File: config.mk
export PLATFORM = sky130hd
export DESIGN_NAME = if_slice
export DESIGN_NICKNAME = d
export VERILOG_FILES = /design/src/rtl/if_slice.sv
export SDC_FILE = /design/constraint.sdc
export NUM_CORES = 1
export LEC_CHECK = 0
export ABC_AREA = 1
export BUFFER_PORTS_ARGS = -buffer_cell sky130_fd_sc_hd__buf_2
export CORE_MARGIN = 5
export CORE_UTILIZATION = 57
export CTS_CLUSTER_DIAMETER = 80
export DETAILED_ROUTE_END_ITERATION = 16
export PLACE_DENSITY = 0.9
export SYNTH_ARGS = -nofsm -noshare
export SYNTH_HDL_FRONTEND = slang
export SYNTH_SLANG_ARGS = --single-unit
File: constraint.sdc
create_clock -name clk -period 3.7 [get_ports clk]
set_clock_uncertainty 0.15 [all_clocks]
set_input_delay 0.185 -clock clk [delete_from_list [all_inputs] [get_ports clk]]
set_output_delay 0.185 -clock clk [all_outputs]
set_load 0.02 [all_outputs]
File: src/rtl/if_slice.sv
// if_slice: instruction fetch stage of the 16-bit 5-stage pipeline.
// Owns the word-addressed PC, drives a req/rdy instruction-memory port,
// keeps one fetched instruction in a skid buffer while decode stalls,
// applies redirects (discarding wrong-path returns) and emits NOP bubbles.
// Optional: define IF_PERF_CNT_EN to add fetch_cnt / bubble_cnt counters.
module if_slice #(
  parameter logic [15:0] RESET_PC  = 16'h0000,
  parameter logic [15:0] NOP_INSTR = 16'hF000
) (
  input  logic        clk,
  input  logic        rst,
  input  logic        stall,
  input  logic        redirect,
  input  logic [15:0] redirect_pc,
  input  logic        hlt,
  output logic        imem_req,
  output logic [15:0] imem_addr,
  input  logic        imem_rdy,
  input  logic [15:0] imem_data,
  output logic [15:0] instr_out,
  output logic [15:0] pc_inc_out
`ifdef IF_PERF_CNT_EN
  ,
  output logic [15:0] fetch_cnt,
  output logic [15:0] bubble_cnt
`endif
);

  typedef enum logic [2:0] {
    S_FETCH     = 3'd0,
    S_DROP      = 3'd1,
    S_FULL      = 3'd2,
    S_HALT_WAIT = 3'd3,
    S_HALT      = 3'd4
  } state_t;

  state_t      r_state;
  logic [15:0] r_pc;
  logic [15:0] r_pend_pc;
  logic [15:0] r_buf_instr;
  logic [15:0] r_buf_pcinc;
  logic [15:0] r_instr;
  logic [15:0] r_pcinc;

  logic [15:0] w_pc_inc;
  logic        w_take_mem;  // memory data goes straight to decode
  logic        w_take_buf;  // skid buffer drains to decode
  logic        w_load_nop;  // decode gets a bubble this cycle

  assign w_pc_inc   = r_pc + 16'd1;
  // The request is live in every state that has (or is about to have) an
  // outstanding access; the pc register doubles as the held address.
  assign imem_req   = ~rst & ((r_state == S_FETCH) | (r_state == S_DROP) |
                              (r_state == S_HALT_WAIT));
  assign imem_addr  = r_pc;
  assign instr_out  = r_instr;
  assign pc_inc_out = r_pcinc;

  // Decide what decode receives this cycle (redirect > hlt > stall).
  always_comb begin
    w_take_mem = 1'b0;
    w_take_buf = 1'b0;
    w_load_nop = 1'b0;
    case (r_state)
      S_FETCH: begin
        if (redirect)      w_load_nop = 1'b1;
        else if (hlt)      w_load_nop = ~stall;
        else if (imem_rdy) w_take_mem = ~stall;
        else               w_load_nop = ~stall;
      end
      S_FULL: begin
        if (redirect)      w_load_nop = 1'b1;
        else if (hlt)      w_load_nop = ~stall;
        else               w_take_buf = ~stall;
      end
      default:             w_load_nop = redirect | ~stall;
    endcase
  end

  // Output register, skid buffer, pc and control state.
  always_ff @(posedge clk or posedge rst) begin
    if (rst) begin
      r_state     <= S_FETCH;
      r_pc        <= RESET_PC;
      r_pend_pc   <= RESET_PC;
      r_buf_instr <= NOP_INSTR;
      r_buf_pcinc <= 16'h0000;
      r_instr     <= NOP_INSTR;
      r_pcinc     <= 16'h0000;
    end else begin
      if (w_take_mem) begin
        r_instr <= imem_data;
        r_pcinc <= w_pc_inc;
      end else if (w_take_buf) begin
        r_instr <= r_buf_instr;
        r_pcinc <= r_buf_pcinc;
      end else if (w_load_nop) begin
        r_instr <= NOP_INSTR;
        r_pcinc <= 16'h0000;
      end

      case (r_state)
        S_FETCH: begin
          if (redirect) begin
            // An unanswered request cannot be withdrawn: park the target
            // and swallow the in-flight return in DROP.
            if (imem_rdy) r_pc <= redirect_pc;
            else begin
              r_pend_pc <= redirect_pc;
              r_state   <= S_DROP;
            end
          end else if (hlt) begin
            r_state <= imem_rdy ? S_HALT : S_HALT_WAIT;
          end else if (imem_rdy) begin
            r_pc <= w_pc_inc;
            if (stall) begin
              r_buf_instr <= imem_data;
              r_buf_pcinc <= w_pc_inc;
              r_state     <= S_FULL;
            end
          end
        end
        S_DROP: begin
          if (redirect) r_pend_pc <= redirect_pc;
          if (imem_rdy) begin
            r_pc    <= redirect ? redirect_pc : r_pend_pc;
            r_state <= (!redirect && hlt) ? S_HALT : S_FETCH;
          end else if (!redirect && hlt) begin
            r_state <= S_HALT_WAIT;
          end
        end
        S_FULL: begin
          if (redirect) begin
            r_pc    <= redirect_pc;
            r_state <= S_FETCH;
          end else if (hlt) begin
            r_state <= S_HALT;
          end else if (!stall) begin
            r_state <= S_FETCH;
          end
        end
        S_HALT_WAIT: begin
          if (imem_rdy) r_state <= S_HALT;
        end
        S_HALT:  r_state <= S_HALT;
        default: r_state <= S_FETCH;
      endcase
    end
  end

`ifdef IF_PERF_CNT_EN
  logic [15:0] r_fetch_cnt;
  logic [15:0] r_bubble_cnt;

  assign fetch_cnt  = r_fetch_cnt;
  assign bubble_cnt = r_bubble_cnt;

  // Saturating delivery / bubble counters, frozen once halted.
  always_ff @(posedge clk or posedge rst) begin
    if (rst) begin
      r_fetch_cnt  <= 16'h0000;
      r_bubble_cnt <= 16'h0000;
    end else if (r_state != S_HALT) begin
      if ((w_take_mem | w_take_buf) && r_fetch_cnt != 16'hFFFF)
        r_fetch_cnt <= r_fetch_cnt + 16'd1;
      if (w_load_nop && !stall && r_bubble_cnt != 16'hFFFF)
        r_bubble_cnt <= r_bubble_cnt + 16'd1;
    end
  end
`endif

endmodule
Word-level counts from Yosys, hierarchy flattened
Cells that the tools add are included.
Storage, ports and cells
  bits in registers: 99
  logic and storage cells: 86
  input port bits: 38
  output and inout bits: 49
Operators by class
  eq/ne operators: 16
  add/sub/neg operators: 1
  bitwise operators: 8
  reduce and logical (&&, ||, !) cells: 10
  multiplexer cells: 44
Operators with widths (number)
  $mux W16: 15
  $pmux W16 S3: 1
  $mux W3: 13
  $pmux W16 S2: 1
  $add A16 B1 Y16 const B: 1
  $pmux W3 S5: 1
  $mux W1: 12
  $ne A2 B2 Y1 const B: 6
  $ne A4 B4 Y1 const B: 3
  $reduce_and A5 Y1: 2
  $eq A3 B2 Y1 const B: 2
  $ne A3 B3 Y1 const B: 2
  $reduce_and A6 Y1: 1
  $reduce_bool A3 Y1: 2
  $not A1 Y1: 4
  $eq A3 B1 Y1 const B: 1
  $eq A3 B3 Y1 const B: 1
  $logic_not A3 Y1: 1
  $ne A3 B2 Y1 const B: 1
  $or A1 B1 Y1: 3
  $reduce_and A3 Y1: 1
  $pmux W1 S2: 1
  $reduce_bool A2 Y1: 1
  $and A1 B1 Y1: 1
  other kinds (2): 2

Longest topological paths before layout
Gate-level depths: netlist of run 1.
  depth after elaboration: 8
  mapped depth: 11

Least setup slack after synthesis of run 1
No wires, ideal clock.
  path kind: register -> register
  start point: reg r_state[2]
  end point: reg r_pend_pc[0]
  clock period less this slack: 1.841 ns
  buffers on the path: 1
  cell stages (with the launch flop): 8
  data arrival time: 1.566 ns
  setup slack: 1.859 ns
  data required time: 3.425 ns
  cell sequence: dfrtp_1 nor2_2 inv_2 nor2_4 inv_1 o21ai_4 buf_8 mux2_4
On the way
  cells in the longest elaborated chain, start to end: 3
  elaborated cells on any way between the ends: 7
Ends and longest elaborated chain
  start: declaration: line 37  | state_t r_state;
  start signal: assignment: line 113  | r_state <= imem_rdy ? S_HALT : S_HALT_WAIT;
  start signal: assignment: line 127  | r_state <= (!redirect && hlt) ? S_HALT : S_FETCH;
  $eq A3 B1 Y1 / $logic_not A3 Y1 (equally long branches): line 102  | case (r_state)
  $reduce_bool A2 Y1 (no source line) / $ne A2 B2 Y1 (equally long branches)
  $reduce_and A3 Y1 (no source line)
  end signal: assignment: line 109  | r_pend_pc <= redirect_pc;
  end signal: assignment: line 124  | if (redirect) r_pend_pc <= redirect_pc;
  end: declaration: line 39  | logic [15:0] r_pend_pc;
Several ways; a longest one is shown, not always the timed one.
A chain may end at the register's enable or synchronous reset.

Worst setup path after layout of run 1
  start point: reg r_state[2]
  end point: reg r_buf_pcinc[6]
On the way
  cells in the longest elaborated chain, start to end: 2
Ends and longest elaborated chain
  $logic_not A3 Y1: line 102
  $reduce_and A5 Y1 (no source line)
  end signal: assignment: line 118  | r_buf_pcinc <= w_pc_inc;
  end: declaration: line 41  | logic [15:0] r_buf_pcinc;
No other way between the ends.

==> results of run 1 <==
-- routing by layer --
layer,up-vias,routed length (microns)
li1,2324,-
met1,2238,5770
met2,222,6360
met3,26,1020
met4,0,178
met5,-,0
-- Yosys cell counts, types with 2 or more instances --
master | n | share of area (%)
nor2_1 | 53 | 3.8
inv_1 | 61 | 4.4
o21ai_0 | 71 | 6.8
nand3b_1 | 2 | 0.29
inv_2 | 4 | 0.29
mux2_2 | 6 | 1.3
nand2_1 | 233 | 17
buf_6 | 2 | 0.43
mux2_4 | 10 | 2.9
xor2_1 | 3 | 0.50
o22ai_1 | 4 | 0.48
a21oi_1 | 8 | 0.77
a21oi_2 | 7 | 1.2
o21a_1 | 2 | 0.29
clkinv_1 | 2 | 0.14
clkbuf_1 | 17 | 1.2
nand3_1 | 14 | 1.3
nand2_2 | 2 | 0.24
xnor2_1 | 3 | 0.50
dfrtp_1 | 91 | 44
a31oi_1 | 3 | 0.36
o221ai_1 | 2 | 0.33
a22oi_1 | 3 | 0.43
dfstp_2 | 8 | 4.0
o211ai_1 | 29 | 4.2
buf_2 | 9 | 0.86
nand4_1 | 2 | 0.24
-- power by group --
| group | switching (W) | internal, W |
|---|---|---|
| registers | 0.000331 | 0.00150 |
| logic | 0.00124 | 0.000747 |
| clock network | 0.000412 | 0.000325 |
| total | 0.00198 | 0.00257 |
-- flip-flops by register name, summed over array words and instances (netlist names) --
name / flops
r_state: 3
pc_inc_out: 16
r_buf_instr: 16
r_buf_pcinc: 16
r_pend_pc: 16
imem_addr: 16
instr_out: 16
-- cells by family (layout without fill, tap and decap cells) --
family          Yosys count  in the layout
flops                    99             99
fa+ha+maj                 1              1
mux                      16             16
xor+xnor                  6              6
simple gates            313            313
buf+inv                  96            192
compound gates          132            132
-- worst min-delay path: stages --
cell and delay, ps:
buf_2 110, nand2_1 70, nand2_1 50, nand2_1 50, a21oi_1 50
-- worst min-delay path by stage --
stage                 endpoint  slack [ps]  cells after the start
2_1_floorplan  r_buf_instr[12]         130                      2
3_3_place_gp   r_buf_instr[12]         260                      3
3_5_place_dp   r_buf_instr[12]         260                      3
4_1_cts          imem_addr[14]          40                      5
5_1_grt           imem_addr[9]          70                      5
6_report         imem_addr[14]          30                      5
-- through the flow --
stage | total power [W] | cell area, sq um | util [%] | hold slack, ps
floorplan | 0.00329 | 5230 | - | 130
global placement | 0.00369 | 5710 | 62.7 | 259
detailed placement | 0.00379 | 5710 | 62.7 | 259
CTS | 0.00454 | 6080 | 66.8 | 37.5
global route | 0.00489 | 6080 | 66.8 | 66.6
finish | 0.00455 | 6080 | 66.8 | 32.7
-- area by class of cell --
cell class | count | area [sq um]
timing repair buffer | 109 | 646
fill | 714 | 3020
multi-input combinational | 468 | 2350
inverter | 67 | 254
sequential | 99 | 2490
clock buffer | 9 | 124
clock inverter | 7 | 83.8
tap | 111 | 139
==> load_flow_metrics.sql, run 1 <==
INSERT INTO impl_metrics (metric_group, metric, value, unit) VALUES
('outcome', 'status', 'finished, final reports clean', ''),
('sta', 'max-slew-margin-rel', '35.6', '%'),
('sta', 'pins_over_slew_limit', '0', ''),
('synth', 'postSynthCellCount', '663', ''),
('min_path', 'min_from', 'redirect_pc[14]', ''),
('clock_tree', 'clk_latency', '370', 'ps'),
('synth', 'synth_edf_count', '0', ''),
('synth', 'post_synth_fa_ha_maj_area_fraction', '0.239', '%'),
('placed_design', 'placed_cells_incl_taps', '837', ''),
('floorplanning', 'fp.coreArea', '9110', 'sq um'),
('clock_tree', 'tritoncts', 'done', ''),
('clock_tree', 'cts.htree.levels', '3', ''),
('routing', 'route.vias.total', '4810', ''),
('synth', 'synth_cell_type_count', '39', ''),
('routing', 'drt-total-wl', '13300', 'microns'),
('finish', 'mostFrequentLayoutCell', 'nand2_1', ''),
('floorplanning', 'starting_utilization_of_the_core_area', '57.5', '%'),
('critical_path', 'cp_cell_sequence', 'nor2_2 -> inv_2 -> nor2_4 -> nand2_1 -> nor3_2 -> inv_2 -> nand2_1 -> o21ai_0', ''),
('sta', 'max_freq', '388', 'MHz'),
('grt', 'via_count_of_the_first_global_routing_pass', '4722', ''),
('placed_design', 'weighted_congestion_reported_at_the_end_of_routability_driven_placement', '0.957', ''),
('power', 'peakVddDrop', '406', 'uV'),
('critical_path', 'timing.critical_path.fanout_max', '54', ''),
('power', 'p_per_area', '748', 'nW/um^2'),
('grt', 'global_route.usage.met2', '40.3', '%'),
('critical_path', 'r2r_setup_slack', '1130', 'ps'),
('job', 'cap_violations', '0', ''),
('floorplanning', 'die_w', '106', 'microns'),
('synth', 'syn-cell-area', '5230', 'sq um'),
('finish', 'share_of_final_layout_standard_cells_stronger_than_drive_strength_1', '20.2', '%'),
('synth', 'synth_warnings', '0', ''),
('synth', 'yosys_most_used_dff', 'dfrtp_1', ''),
('floorplanning', 'die_height', '106', 'microns'),
('critical_path', 'cp-end-kind', 'flop', ''),
('grt', 'global_route.usage.total', '24.5', '%'),
('critical_path', 'data_arrival_time_at_the_worst_slack_endpoint', '2630', 'ps'),
('synth', 'synthArstFlopShare', '100', '%'),
('critical_path', 'cp-startpoint', 'r_state[2]', ''),
('clock_tree', 'cts_setup_buffers', '0', ''),
('finish', 'area_growth', '16.3', '%'),
('clock_tree', 'cts_resized', '0', ''),
('critical_path', 'worstSetupPathType', 'reg -> reg', ''),
('finish', 'commonest_non_fill_non_tap_cells_in_the_layout', 'nand2_1, dfrtp_1, buf_2', ''),
('critical_path', 'slowest_delay', '530', 'ps'),
('grt', 'globalRouteOverflowTotal', '0', ''),
('synth', 'synth_seq_cells', '99', ''),
('synth', 'syn_avg_cell_area', '7.89', 'sq um'),
('routing', 'detailedRoute.firstIterationViolations', '363', ''),
('finish', 'diodes', '0', ''),
('sta', 'report.final.hold_viol_count', '0', ''),
('routing', 'detailedRoute.firstPassIterationCount', '6', ''),
('clock_tree', 'cts.root.buffer_cell', 'clkbuf_8', ''),
('critical_path', 'timing.rr.end', 'r_buf_pcinc[6]', ''),
('sta', 'final.setup.worst_slack', '1130', 'ps'),
('clock_tree', 'reg_clk_slew_reported_paths', '110', 'ps'),
('synth', 'synthesized_area_fraction_occupied_by_ao_oa_aoi_and_oai_cells', '15.4', '%'),
('floorplanning', 'row_count', '35', ''),
('clock_tree', 'cts-hold-fix-buffers', '17', ''),
('sta', 'layout_min_cycle_time', '2570', 'ps'),
('clock_tree', 'clock_sink_count', '99', ''),
('grt', 'globalRouteMet3Util', '4.59', '%'),
('synth', 'main_combinational_cell_family_by_area_after_synthesis', 'simple AND/OR/NAND/NOR gates', ''),
('critical_path', 'worstSetupStartpointType', 'flop', ''),
('routing', 'remaining_drc_errors', '0', ''),
('synth', 'synth-xor-area-share', '1.00', '%'),
('clock_tree', 'numCtsBuffers', '9', ''),
('grt', 'grt_use_met1', '32.9', '%'),
('critical_path', 'regToRegStartpoint', 'r_state[2]', ''),
('min_path', 'min-delay-path-class', 'in -> reg', ''),
('synth', 'synthSimpleGateAreaFrac', '24.1', '%'),
('grt', 'antenna_violations_before_repair', '0', '');
(Power assumes the default switching activity.)
==> run 2, diff against run 1 <==
Settings changed: ABC_AREA 1 to 0, CORE_UTILIZATION 57 to 56, PLACE_DENSITY 0.9 to 0.89.
Clock period 3.7 ns to 2.7 ns, I/O delays scaled along.
==> run 2 against run 1 <==
Net effect:
- clock power grew 24%
- synthesized cell count shrank 34%
- flip-flop and latch count is the same
- global-route usage shrank 0.95 points
- via count shrank 16%
- total power grew 21%
==> load_flow_metrics.sql, run 2 <==
INSERT INTO impl_metrics (metric_group, metric, value, unit) VALUES
('outcome', 'status', 'finished, final reports clean', ''),
('grt', 'globalRouteOverflowTotal', '0', ''),
('floorplanning', 'fp.coreArea', '8260', 'sq um'),
('sta', 'worst-slew-pin-transition', '1070', 'ps'),
('finish', 'fillCellCount', '590', ''),
('routing', 'detailedRoute.firstPassIterationCount', '5', ''),
('finish', 'sequential_cell_area', '2490', 'sq um'),
('clock_tree', 'cts_resized', '0', ''),
('critical_path', 'worstSetupStartpointType', 'flop', ''),
('clock_tree', 'cts.path.max_buffers', '2', ''),
('critical_path', 'r2r_setup_slack', '170', 'ps'),
('synth', 'synth_cell_type_count', '58', ''),
('routing', 'detail_route.vias_per_cell', '6.19', ''),
('sta', 'final_min_period_over_clock_period', '93.6', '%'),
('clock_tree', 'numCtsBuffers', '9', ''),
('synth', 'synth_seq_cells', '99', ''),
('routing', 'route.detailed.wl_per_inst', '18.1', 'microns'),
('finish', 'fin_cells', '656', ''),
('synth', 'postSynthCellCount', '436', ''),
('synth', 'post_synth_most_frequent_cells', 'dfrtp_1, o21ai_0, mux2_2', ''),
('critical_path', 'regToRegStartpoint', 'r_state[1]', ''),
('finish', 'mostFrequentLayoutCell', 'dfrtp_1', ''),
('sta', 'timing.setup.tns', '0', 'ps'),
('sta', 'max-slew-margin-rel', '28.4', '%'),
('finish', 'share_of_final_layout_standard_cells_stronger_than_drive_strength_1', '31.0', '%'),
('critical_path', 'ff2ff_path_depth', '5', ''),
('min_path', 'min-delay-path-class', 'in -> reg', ''),
('critical_path', 'timing.critical_path.fanout_max', '15', ''),
('synth', 'netlist.top_cell.by_area', 'dfrtp_1', ''),
('synth', 'syn_avg_cell_area', '11.0', 'sq um'),
('routing', 'drt-total-wl', '11900', 'microns'),
('critical_path', 'data_arrival_time_at_the_worst_slack_endpoint', '2680', 'ps'),
('power', 'fin_total_pwr', '0.00549', 'W'),
('synth', 'synthArstFlopShare', '100', '%'),
('placed_design', 'numPortBuffers', '86', ''),
('finish', 'area_growth', '21.3', '%'),
('critical_path', 'crit_required', '2850', 'ps'),
('power', 'p_per_area', '947', 'nW/um^2'),
('placed_design', 'weighted_congestion_reported_at_the_end_of_routability_driven_placement', '0.895', ''),
('synth', 'synth_edf_count', '0', ''),
('clock_tree', 'cts.htree.levels', '3', ''),
('sta', 'grt_setup_unrepaired', 'no', ''),
('sta', 'report.final.hold_viol_count', '0', ''),
('critical_path', 'worst_setup_ep', 'imem_addr[12]', ''),
('synth', 'netlist_top_cells_area', 'dfrtp_1, mux2_2, dfstp_2', ''),
('sta', 'final.hold.worst_slack', '59.4', 'ps'),
('finish', 'final_core_utilization', '70.3', '%'),
('placed_design', 'dp.final_hpwl', '8030', 'microns'),
('synth', 'mappedNetlistNets', '475', ''),
('routing', 'route.vias.total', '4061', ''),
('min_path', 'min_from', 'hlt', ''),
('floorplanning', 'starting_utilization_of_the_core_area', '57.9', '%'),
('synth', 'yosysTopAreaCellShare', '47.6', '%'),
('floorplanning', 'row_count', '33', ''),
('finish', 'commonest_non_fill_non_tap_cells_in_the_layout', 'dfrtp_1, buf_2, o21ai_0', ''),
('synth', 'yosys_most_used_dff', 'dfrtp_1', ''),
('grt', 'global_route.usage.total', '23.5', '%'),
('finish', 'final_net_count', '585', ''),
('sta', 'layout_min_cycle_time', '2530', 'ps'),
('grt', 'antenna_violations_before_repair', '0', ''),
('power', 'leakagePower', '2.74', 'nW'),
('sta', 'pins_over_slew_limit', '0', ''),
('routing', 'detailedRoute.firstIterationViolations', '364', ''),
('finish', 'diodes', '0', ''),
('floorplanning', 'die_w', '102', 'microns'),
('power', 'peakVddDrop', '609', 'uV'),
('clock_tree', 'tritoncts', 'done', ''),
('routing', 'antenna_violating_nets_post_route', '0', ''),
('critical_path', 'worstSetupPathType', 'reg -> reg', ''),
('clock_tree', 'clock_sink_count', '99', ''),
('grt', 'wire_length_of_the_first_global_routing_pass', '19500', 'microns'),
('critical_path', 'cp-startpoint', 'r_state[1]', ''),
('grt', 'via_count_of_the_first_global_routing_pass', '3952', ''),
('sta', 'max_freq', '396', 'MHz'),
('routing', 'remaining_drc_errors', '0', ''),
('floorplanning', 'die_height', '102', 'microns'),
('synth', 'syn-cell-area', '4780', 'sq um'),
('synth', 'synth_sequential_area_ratio', '52.0', '%'),
('clock_tree', 'reg_clk_slew_reported_paths', '110', 'ps'),
('job', 'cap_violations', '0', ''),
('sta', 'finalSetupViolCount', '0', ''),
('floorplanning', 'design.die.area', '10500', 'sq um'),
('clock_tree', 'clk_latency', '370', 'ps'),
('grt', 'largest_net_degree_at_the_start_of_global_routing', '73', ''),
('critical_path', 'cp-end-kind', 'flop', ''),
('critical_path', 'timing.rr.end', 'imem_addr[12]', ''),
('placed_design', 'placed_cells_incl_taps', '607', ''),
('synth', 'synth_most_common_cell', 'dfrtp_1', ''),
('floorplanning', 'ios', '87', ''),
('clock_tree', 'cts.root.buffer_cell', 'clkbuf_8', ''),
('finish', 'area_used_by_multi_input_combinational_logic', '2040', 'sq um'),
('synth', 'synth_warnings', '0', '');
[run 2: cell count changes after synthesis, moves of 19 or more]
cell      before  now
o21ai_0       71   41
nor2_1        53   23
nand2_1      233   24
inv_1         61   27
o211ai_1      29    1
mux2_2         6   37
a222oi_1       0   19
[run 2: worst min-delay path by stage]
stage / endpoint / cells past startpoint / slack, ps
after floorplan: instr_out[0] / 2 / 110
after detailed placement: r_state[2] / 2 / 100
final: r_state[1] / 4 / 60
after CTS: r_state[1] / 4 / 50
after global routing: r_state[1] / 4 / 90
after global placement: r_state[2] / 2 / 100
[run 2: per-layer routing]
layer | vias to the layer above | GRT usage [%] | share of wire, % | wire [microns]
met5 | - | 0 | 0 | 0
met4 | 0 | 8.68 | 1.4 | 172
met3 | 17 | 3.34 | 8.0 | 944
met2 | 187 | 36.5 | 48 | 5670
met1 | 1998 | 33.8 | 43 | 5090
li1 | 1859 | - | - | -
[run 2: report_power, final]
group	switching, W	internal (W)	total [W]
Sequential	0.000496	0.00202	0.00251
Combinational	0.00115	0.000910	0.00206
Clock	0.000559	0.000353	0.000913
Total	0.00221	0.00328	0.00549
[run 2: worst max-delay path, cell delays in order, from the launching register on]
cell,delay (ps)
dfrtp_1,640
nand2b_1,200
a21oi_1,860
a22oi_1,290
o211ai_1,150
o211a_1,170
[run 2: logic make-up after synthesis]
group	Yosys count	synth area share, %
buf+inv	57	5.33
simple gates	93	10.5
mux	39	9.13
fa+ha+maj	1	0.261
compound gates	133	20.2
flops	99	52.0
xor+xnor	14	2.56
[run 2: layout make-up]
type                            count  area share, %
Sequential cell                    99           42.9
Multi-Input combinational cell    280           35.2
Timing Repair Buffer              129           14.6
Tap cell                          105           2.26
Clock buffer                        9           2.14
Inverter                           27           1.81
Clock inverter                      7           1.06
[run 2: stage by stage]
step / area, sq um / worst slack (ps)
floorplan: 4790 / 640
global placement: 5290 / 428
detailed placement: 5290 / 306
CTS: 5800 / 271
global route: 5800 / 9.66
finish: 5800 / 172
[run 2: repair_timing]
item	4_1_cts	5_1_grt
endpoints found under the hold margin	85	0
hold buffers	33	0
buffers inserted	0	0
==> run 3, diff against run 2 <==
Settings changed: CTS_CLUSTER_DIAMETER 80 to unset.
Clock period 2.7 ns to 2.5 ns, I/O delays scaled along.
==> run 3 against run 2 <==
Net effect:
- via count is 0.96% lower
- global-route usage is 0.22 points lower
- die area unchanged
- sequential power up 6%
- worst hold slack better by 4.0 ps
- first-iteration DRC count down 33%
- total power is 8.8% higher
- utilization barely moved
- setup slack better by 46 ps
- final cell count shrank 0.15%
==> load_flow_metrics.sql, run 3 (synthesis results as in run 2) <==
INSERT INTO impl_metrics (metric_group, metric, value, unit) VALUES
('job', 'cap_violations', '0', ''),
('clock_tree', 'clock_sink_count', '99', ''),
('min_path', 'min_from', 'hlt', ''),
('critical_path', 'timing.critical_path.fanout_max', '9', ''),
('clock_tree', 'cts.path.max_buffers', '2', ''),
('grt', 'via_count_of_the_first_global_routing_pass', '3926', ''),
('clock_tree', 'cts.root.buffer_cell', 'clkbuf_8', ''),
('critical_path', 'cp-end-kind', 'flop', ''),
('placed_design', 'weighted_congestion_reported_at_the_end_of_routability_driven_placement', '0.891', ''),
('clock_tree', 'tritoncts', 'done', ''),
('floorplanning', 'design.die.area', '10500', 'sq um'),
('min_path', 'min_path_cells', '4', ''),
('sta', 'report.final.hold_viol_count', '0', ''),
('routing', 'detailedRoute.firstIterationViolations', '245', ''),
('floorplanning', 'row_count', '33', ''),
('outcome', 'status', 'finished, final reports clean', ''),
('floorplanning', 'die_w', '102', 'microns'),
('power', 'leakagePower', '2.74', 'nW'),
('clock_tree', 'numCtsBuffers', '9', ''),
('critical_path', 'critPathMostFrequentCell', 'o21ai_0', ''),
('sta', 'pins_over_slew_limit', '0', ''),
('sta', 'worst-slew-pin-transition', '747', 'ps'),
('finish', 'mostFrequentLayoutCell', 'dfrtp_1', ''),
('grt', 'antenna_violations_before_repair', '0', ''),
('floorplanning', 'starting_utilization_of_the_core_area', '57.9', '%'),
('placed_design', 'numPortBuffers', '86', ''),
('clock_tree', 'cts_resized', '0', ''),
('grt', 'wire_length_of_the_first_global_routing_pass', '19600', 'microns'),
('critical_path', 'worstSetupPathType', 'reg -> reg', ''),
('sta', 'timing.setup.tns', '0', 'ps'),
('clock_tree', 'cts-hold-fix-buffers', '33', ''),
('clock_tree', 'cts_setup_buffers', '0', ''),
('clock_tree', 'cts.htree.levels', '3', ''),
('critical_path', 'regToRegStartpoint', 'imem_addr[0]', ''),
('routing', 'antenna_violating_nets_post_route', '0', ''),
('critical_path', 'r2r_setup_slack', '220', 'ps'),
('critical_path', 'crit_buf_inv', '0', ''),
('sta', 'finalSetupViolCount', '0', ''),
('finish', 'area_used_by_multi_input_combinational_logic', '2040', 'sq um'),
('power', 'peakVddDrop', '649', 'uV'),
('grt', 'globalRouteOverflowTotal', '0', ''),
('critical_path', 'data_arrival_time_at_the_worst_slack_endpoint', '2360', 'ps'),
('routing', 'detailedRoute.firstPassIterationCount', '5', ''),
('sta', 'max-slew-margin-rel', '50.2', '%'),
('power', 'p_per_area', '1030', 'nW/um^2'),
('min_path', 'timing.hold.worst_endpoint', 'r_state[1]', ''),
('grt', 'global_route.usage.total', '23.3', '%'),
('floorplanning', 'fp.coreArea', '8260', 'sq um'),
('grt', 'largest_net_degree_at_the_start_of_global_routing', '100', ''),
('critical_path', 'timing.rr.end', 'imem_addr[4]', ''),
('floorplanning', 'die_height', '102', 'microns'),
('routing', 'route.vias.total', '4022', ''),
('critical_path', 'worstSetupStartpointType', 'flop', ''),
('clock_tree', 'clk_latency', '370', 'ps'),
('finish', 'sequential_cell_area', '2490', 'sq um'),
('routing', 'remaining_drc_errors', '0', ''),
('floorplanning', 'ios', '87', ''),
('critical_path', 'crit_required', '2580', 'ps'),
('critical_path', 'cp_cell_sequence', 'ha_1 -> nand3_1 -> xnor2_1 -> o21ai_0 -> a222oi_1 -> o21ai_0', ''),
('sta', 'layout_min_cycle_time', '2280', 'ps'),
('sta', 'grt_setup_unrepaired', 'no', ''),
('finish', 'final_net_count', '584', ''),
('clock_tree', 'reg_clk_slew_reported_paths', '110', 'ps'),
('finish', 'commonest_non_fill_non_tap_cells_in_the_layout', 'dfrtp_1, buf_2, o21ai_0', ''),
('critical_path', 'ff2ff_path_depth', '6', ''),
('critical_path', 'critical-path-slowest-cell', 'dfrtp_1', ''),
('finish', 'fillCellCount', '622', ''),
('routing', 'drt-total-wl', '12000', 'microns'),
('finish', 'diodes', '0', ''),
('placed_design', 'dp.final_hpwl', '8060', 'microns'),
('critical_path', 'slowest_delay', '520', 'ps'),
('finish', 'share_of_final_layout_standard_cells_stronger_than_drive_strength_1', '30.9', '%'),
('critical_path', 'path_delay_family', 'compound AO/OA/AOI/OAI gates', ''),
('routing', 'route.detailed.wl_per_inst', '18.3', 'microns'),
('sta', 'final.setup.worst_slack', '217', 'ps'),
('placed_design', 'post-place-ws', '294', 'ps'),
('sta', 'max_freq', '438', 'MHz'),
('min_path', 'min-delay-path-class', 'in -> reg', ''),
('sta', 'final_min_period_over_clock_period', '91.3', '%'),
('routing', 'detail_route.vias_per_cell', '6.14', ''),
('finish', 'area_growth', '21.2', '%');
[run 3: changes by cell type in the layout (fill, tap and decap cells not counted)]
cell        change
buf_4           -1
clkinv_2        -1
clkinv_4        -1
clkinvlp_4      +1
inv_8           +1
[run 3: worst max path at each step]
stage,to,cells past startpoint,startpoint,slack (ps)
2_1_floorplan,imem_addr[12],6,imem_addr[0],440
3_3_place_gp,imem_addr[5],4,r_state[0],370
3_5_place_dp,imem_addr[4],6,imem_addr[0],290
4_1_cts,imem_addr[12],6,imem_addr[0],240
5_1_grt,imem_addr[12],6,imem_addr[0],70
6_report,imem_addr[4],6,imem_addr[0],220
[run 3: final cells by class]
| cell class | instances | share of cell area (%) |
|---|---|---|
| timing repair buffer | 128 | 14.5 |
| tap | 105 | 2.27 |
| multi-input combinational | 280 | 35.3 |
| clock buffer | 9 | 2.14 |
| sequential | 99 | 42.9 |
| inverter | 27 | 1.81 |
| clock inverter | 7 | 1.14 |
[run 3: worst register-to-register path, cell delays in order (launching register included)]
cell and delay, ps:
dfrtp_1 520, ha_1 240, nand3_1 270, xnor2_1 400
o21ai_0 130, a222oi_1 320, o21ai_0 120
[run 3: report_power, final]
| group | total [W] | switching, W | internal, W | leakage [nW] |
|---|---|---|---|---|
| clock network | 0.00101 | 0.000624 | 0.000389 | 0.0918 |
| registers | 0.00267 | 0.000494 | 0.00218 | 1.24 |
| logic | 0.00229 | 0.00129 | 0.000991 | 1.40 |
| total | 0.00597 | 0.00241 | 0.00356 | 2.74 |
[run 3: routing by layer]
layer | GRT usage (%) | wire length, microns | vias up
met1 | 32.6 | 5090 | 1966
met5 | 0 | 0 | -
met3 | 2.87 | 951 | 20
met2 | 37.9 | 5760 | 194
met4 | 7.67 | 223 | 0
li1 | - | - | 1842
[run 3: per-stage QoR]
stage                     instances  power (W)  hold WS, ps  cell area (sq um)  utilization (%)
final                           655    0.00597         63.4               5800             70.2
after global routing            655    0.00634          103               5800             70.2
after CTS                       655    0.00595         67.1               5800             70.2
after detailed placement        606    0.00491          177               5280             63.9
after global placement          606    0.00476          165               5280             63.9
after floorplan                 436    0.00424          100               4790                -
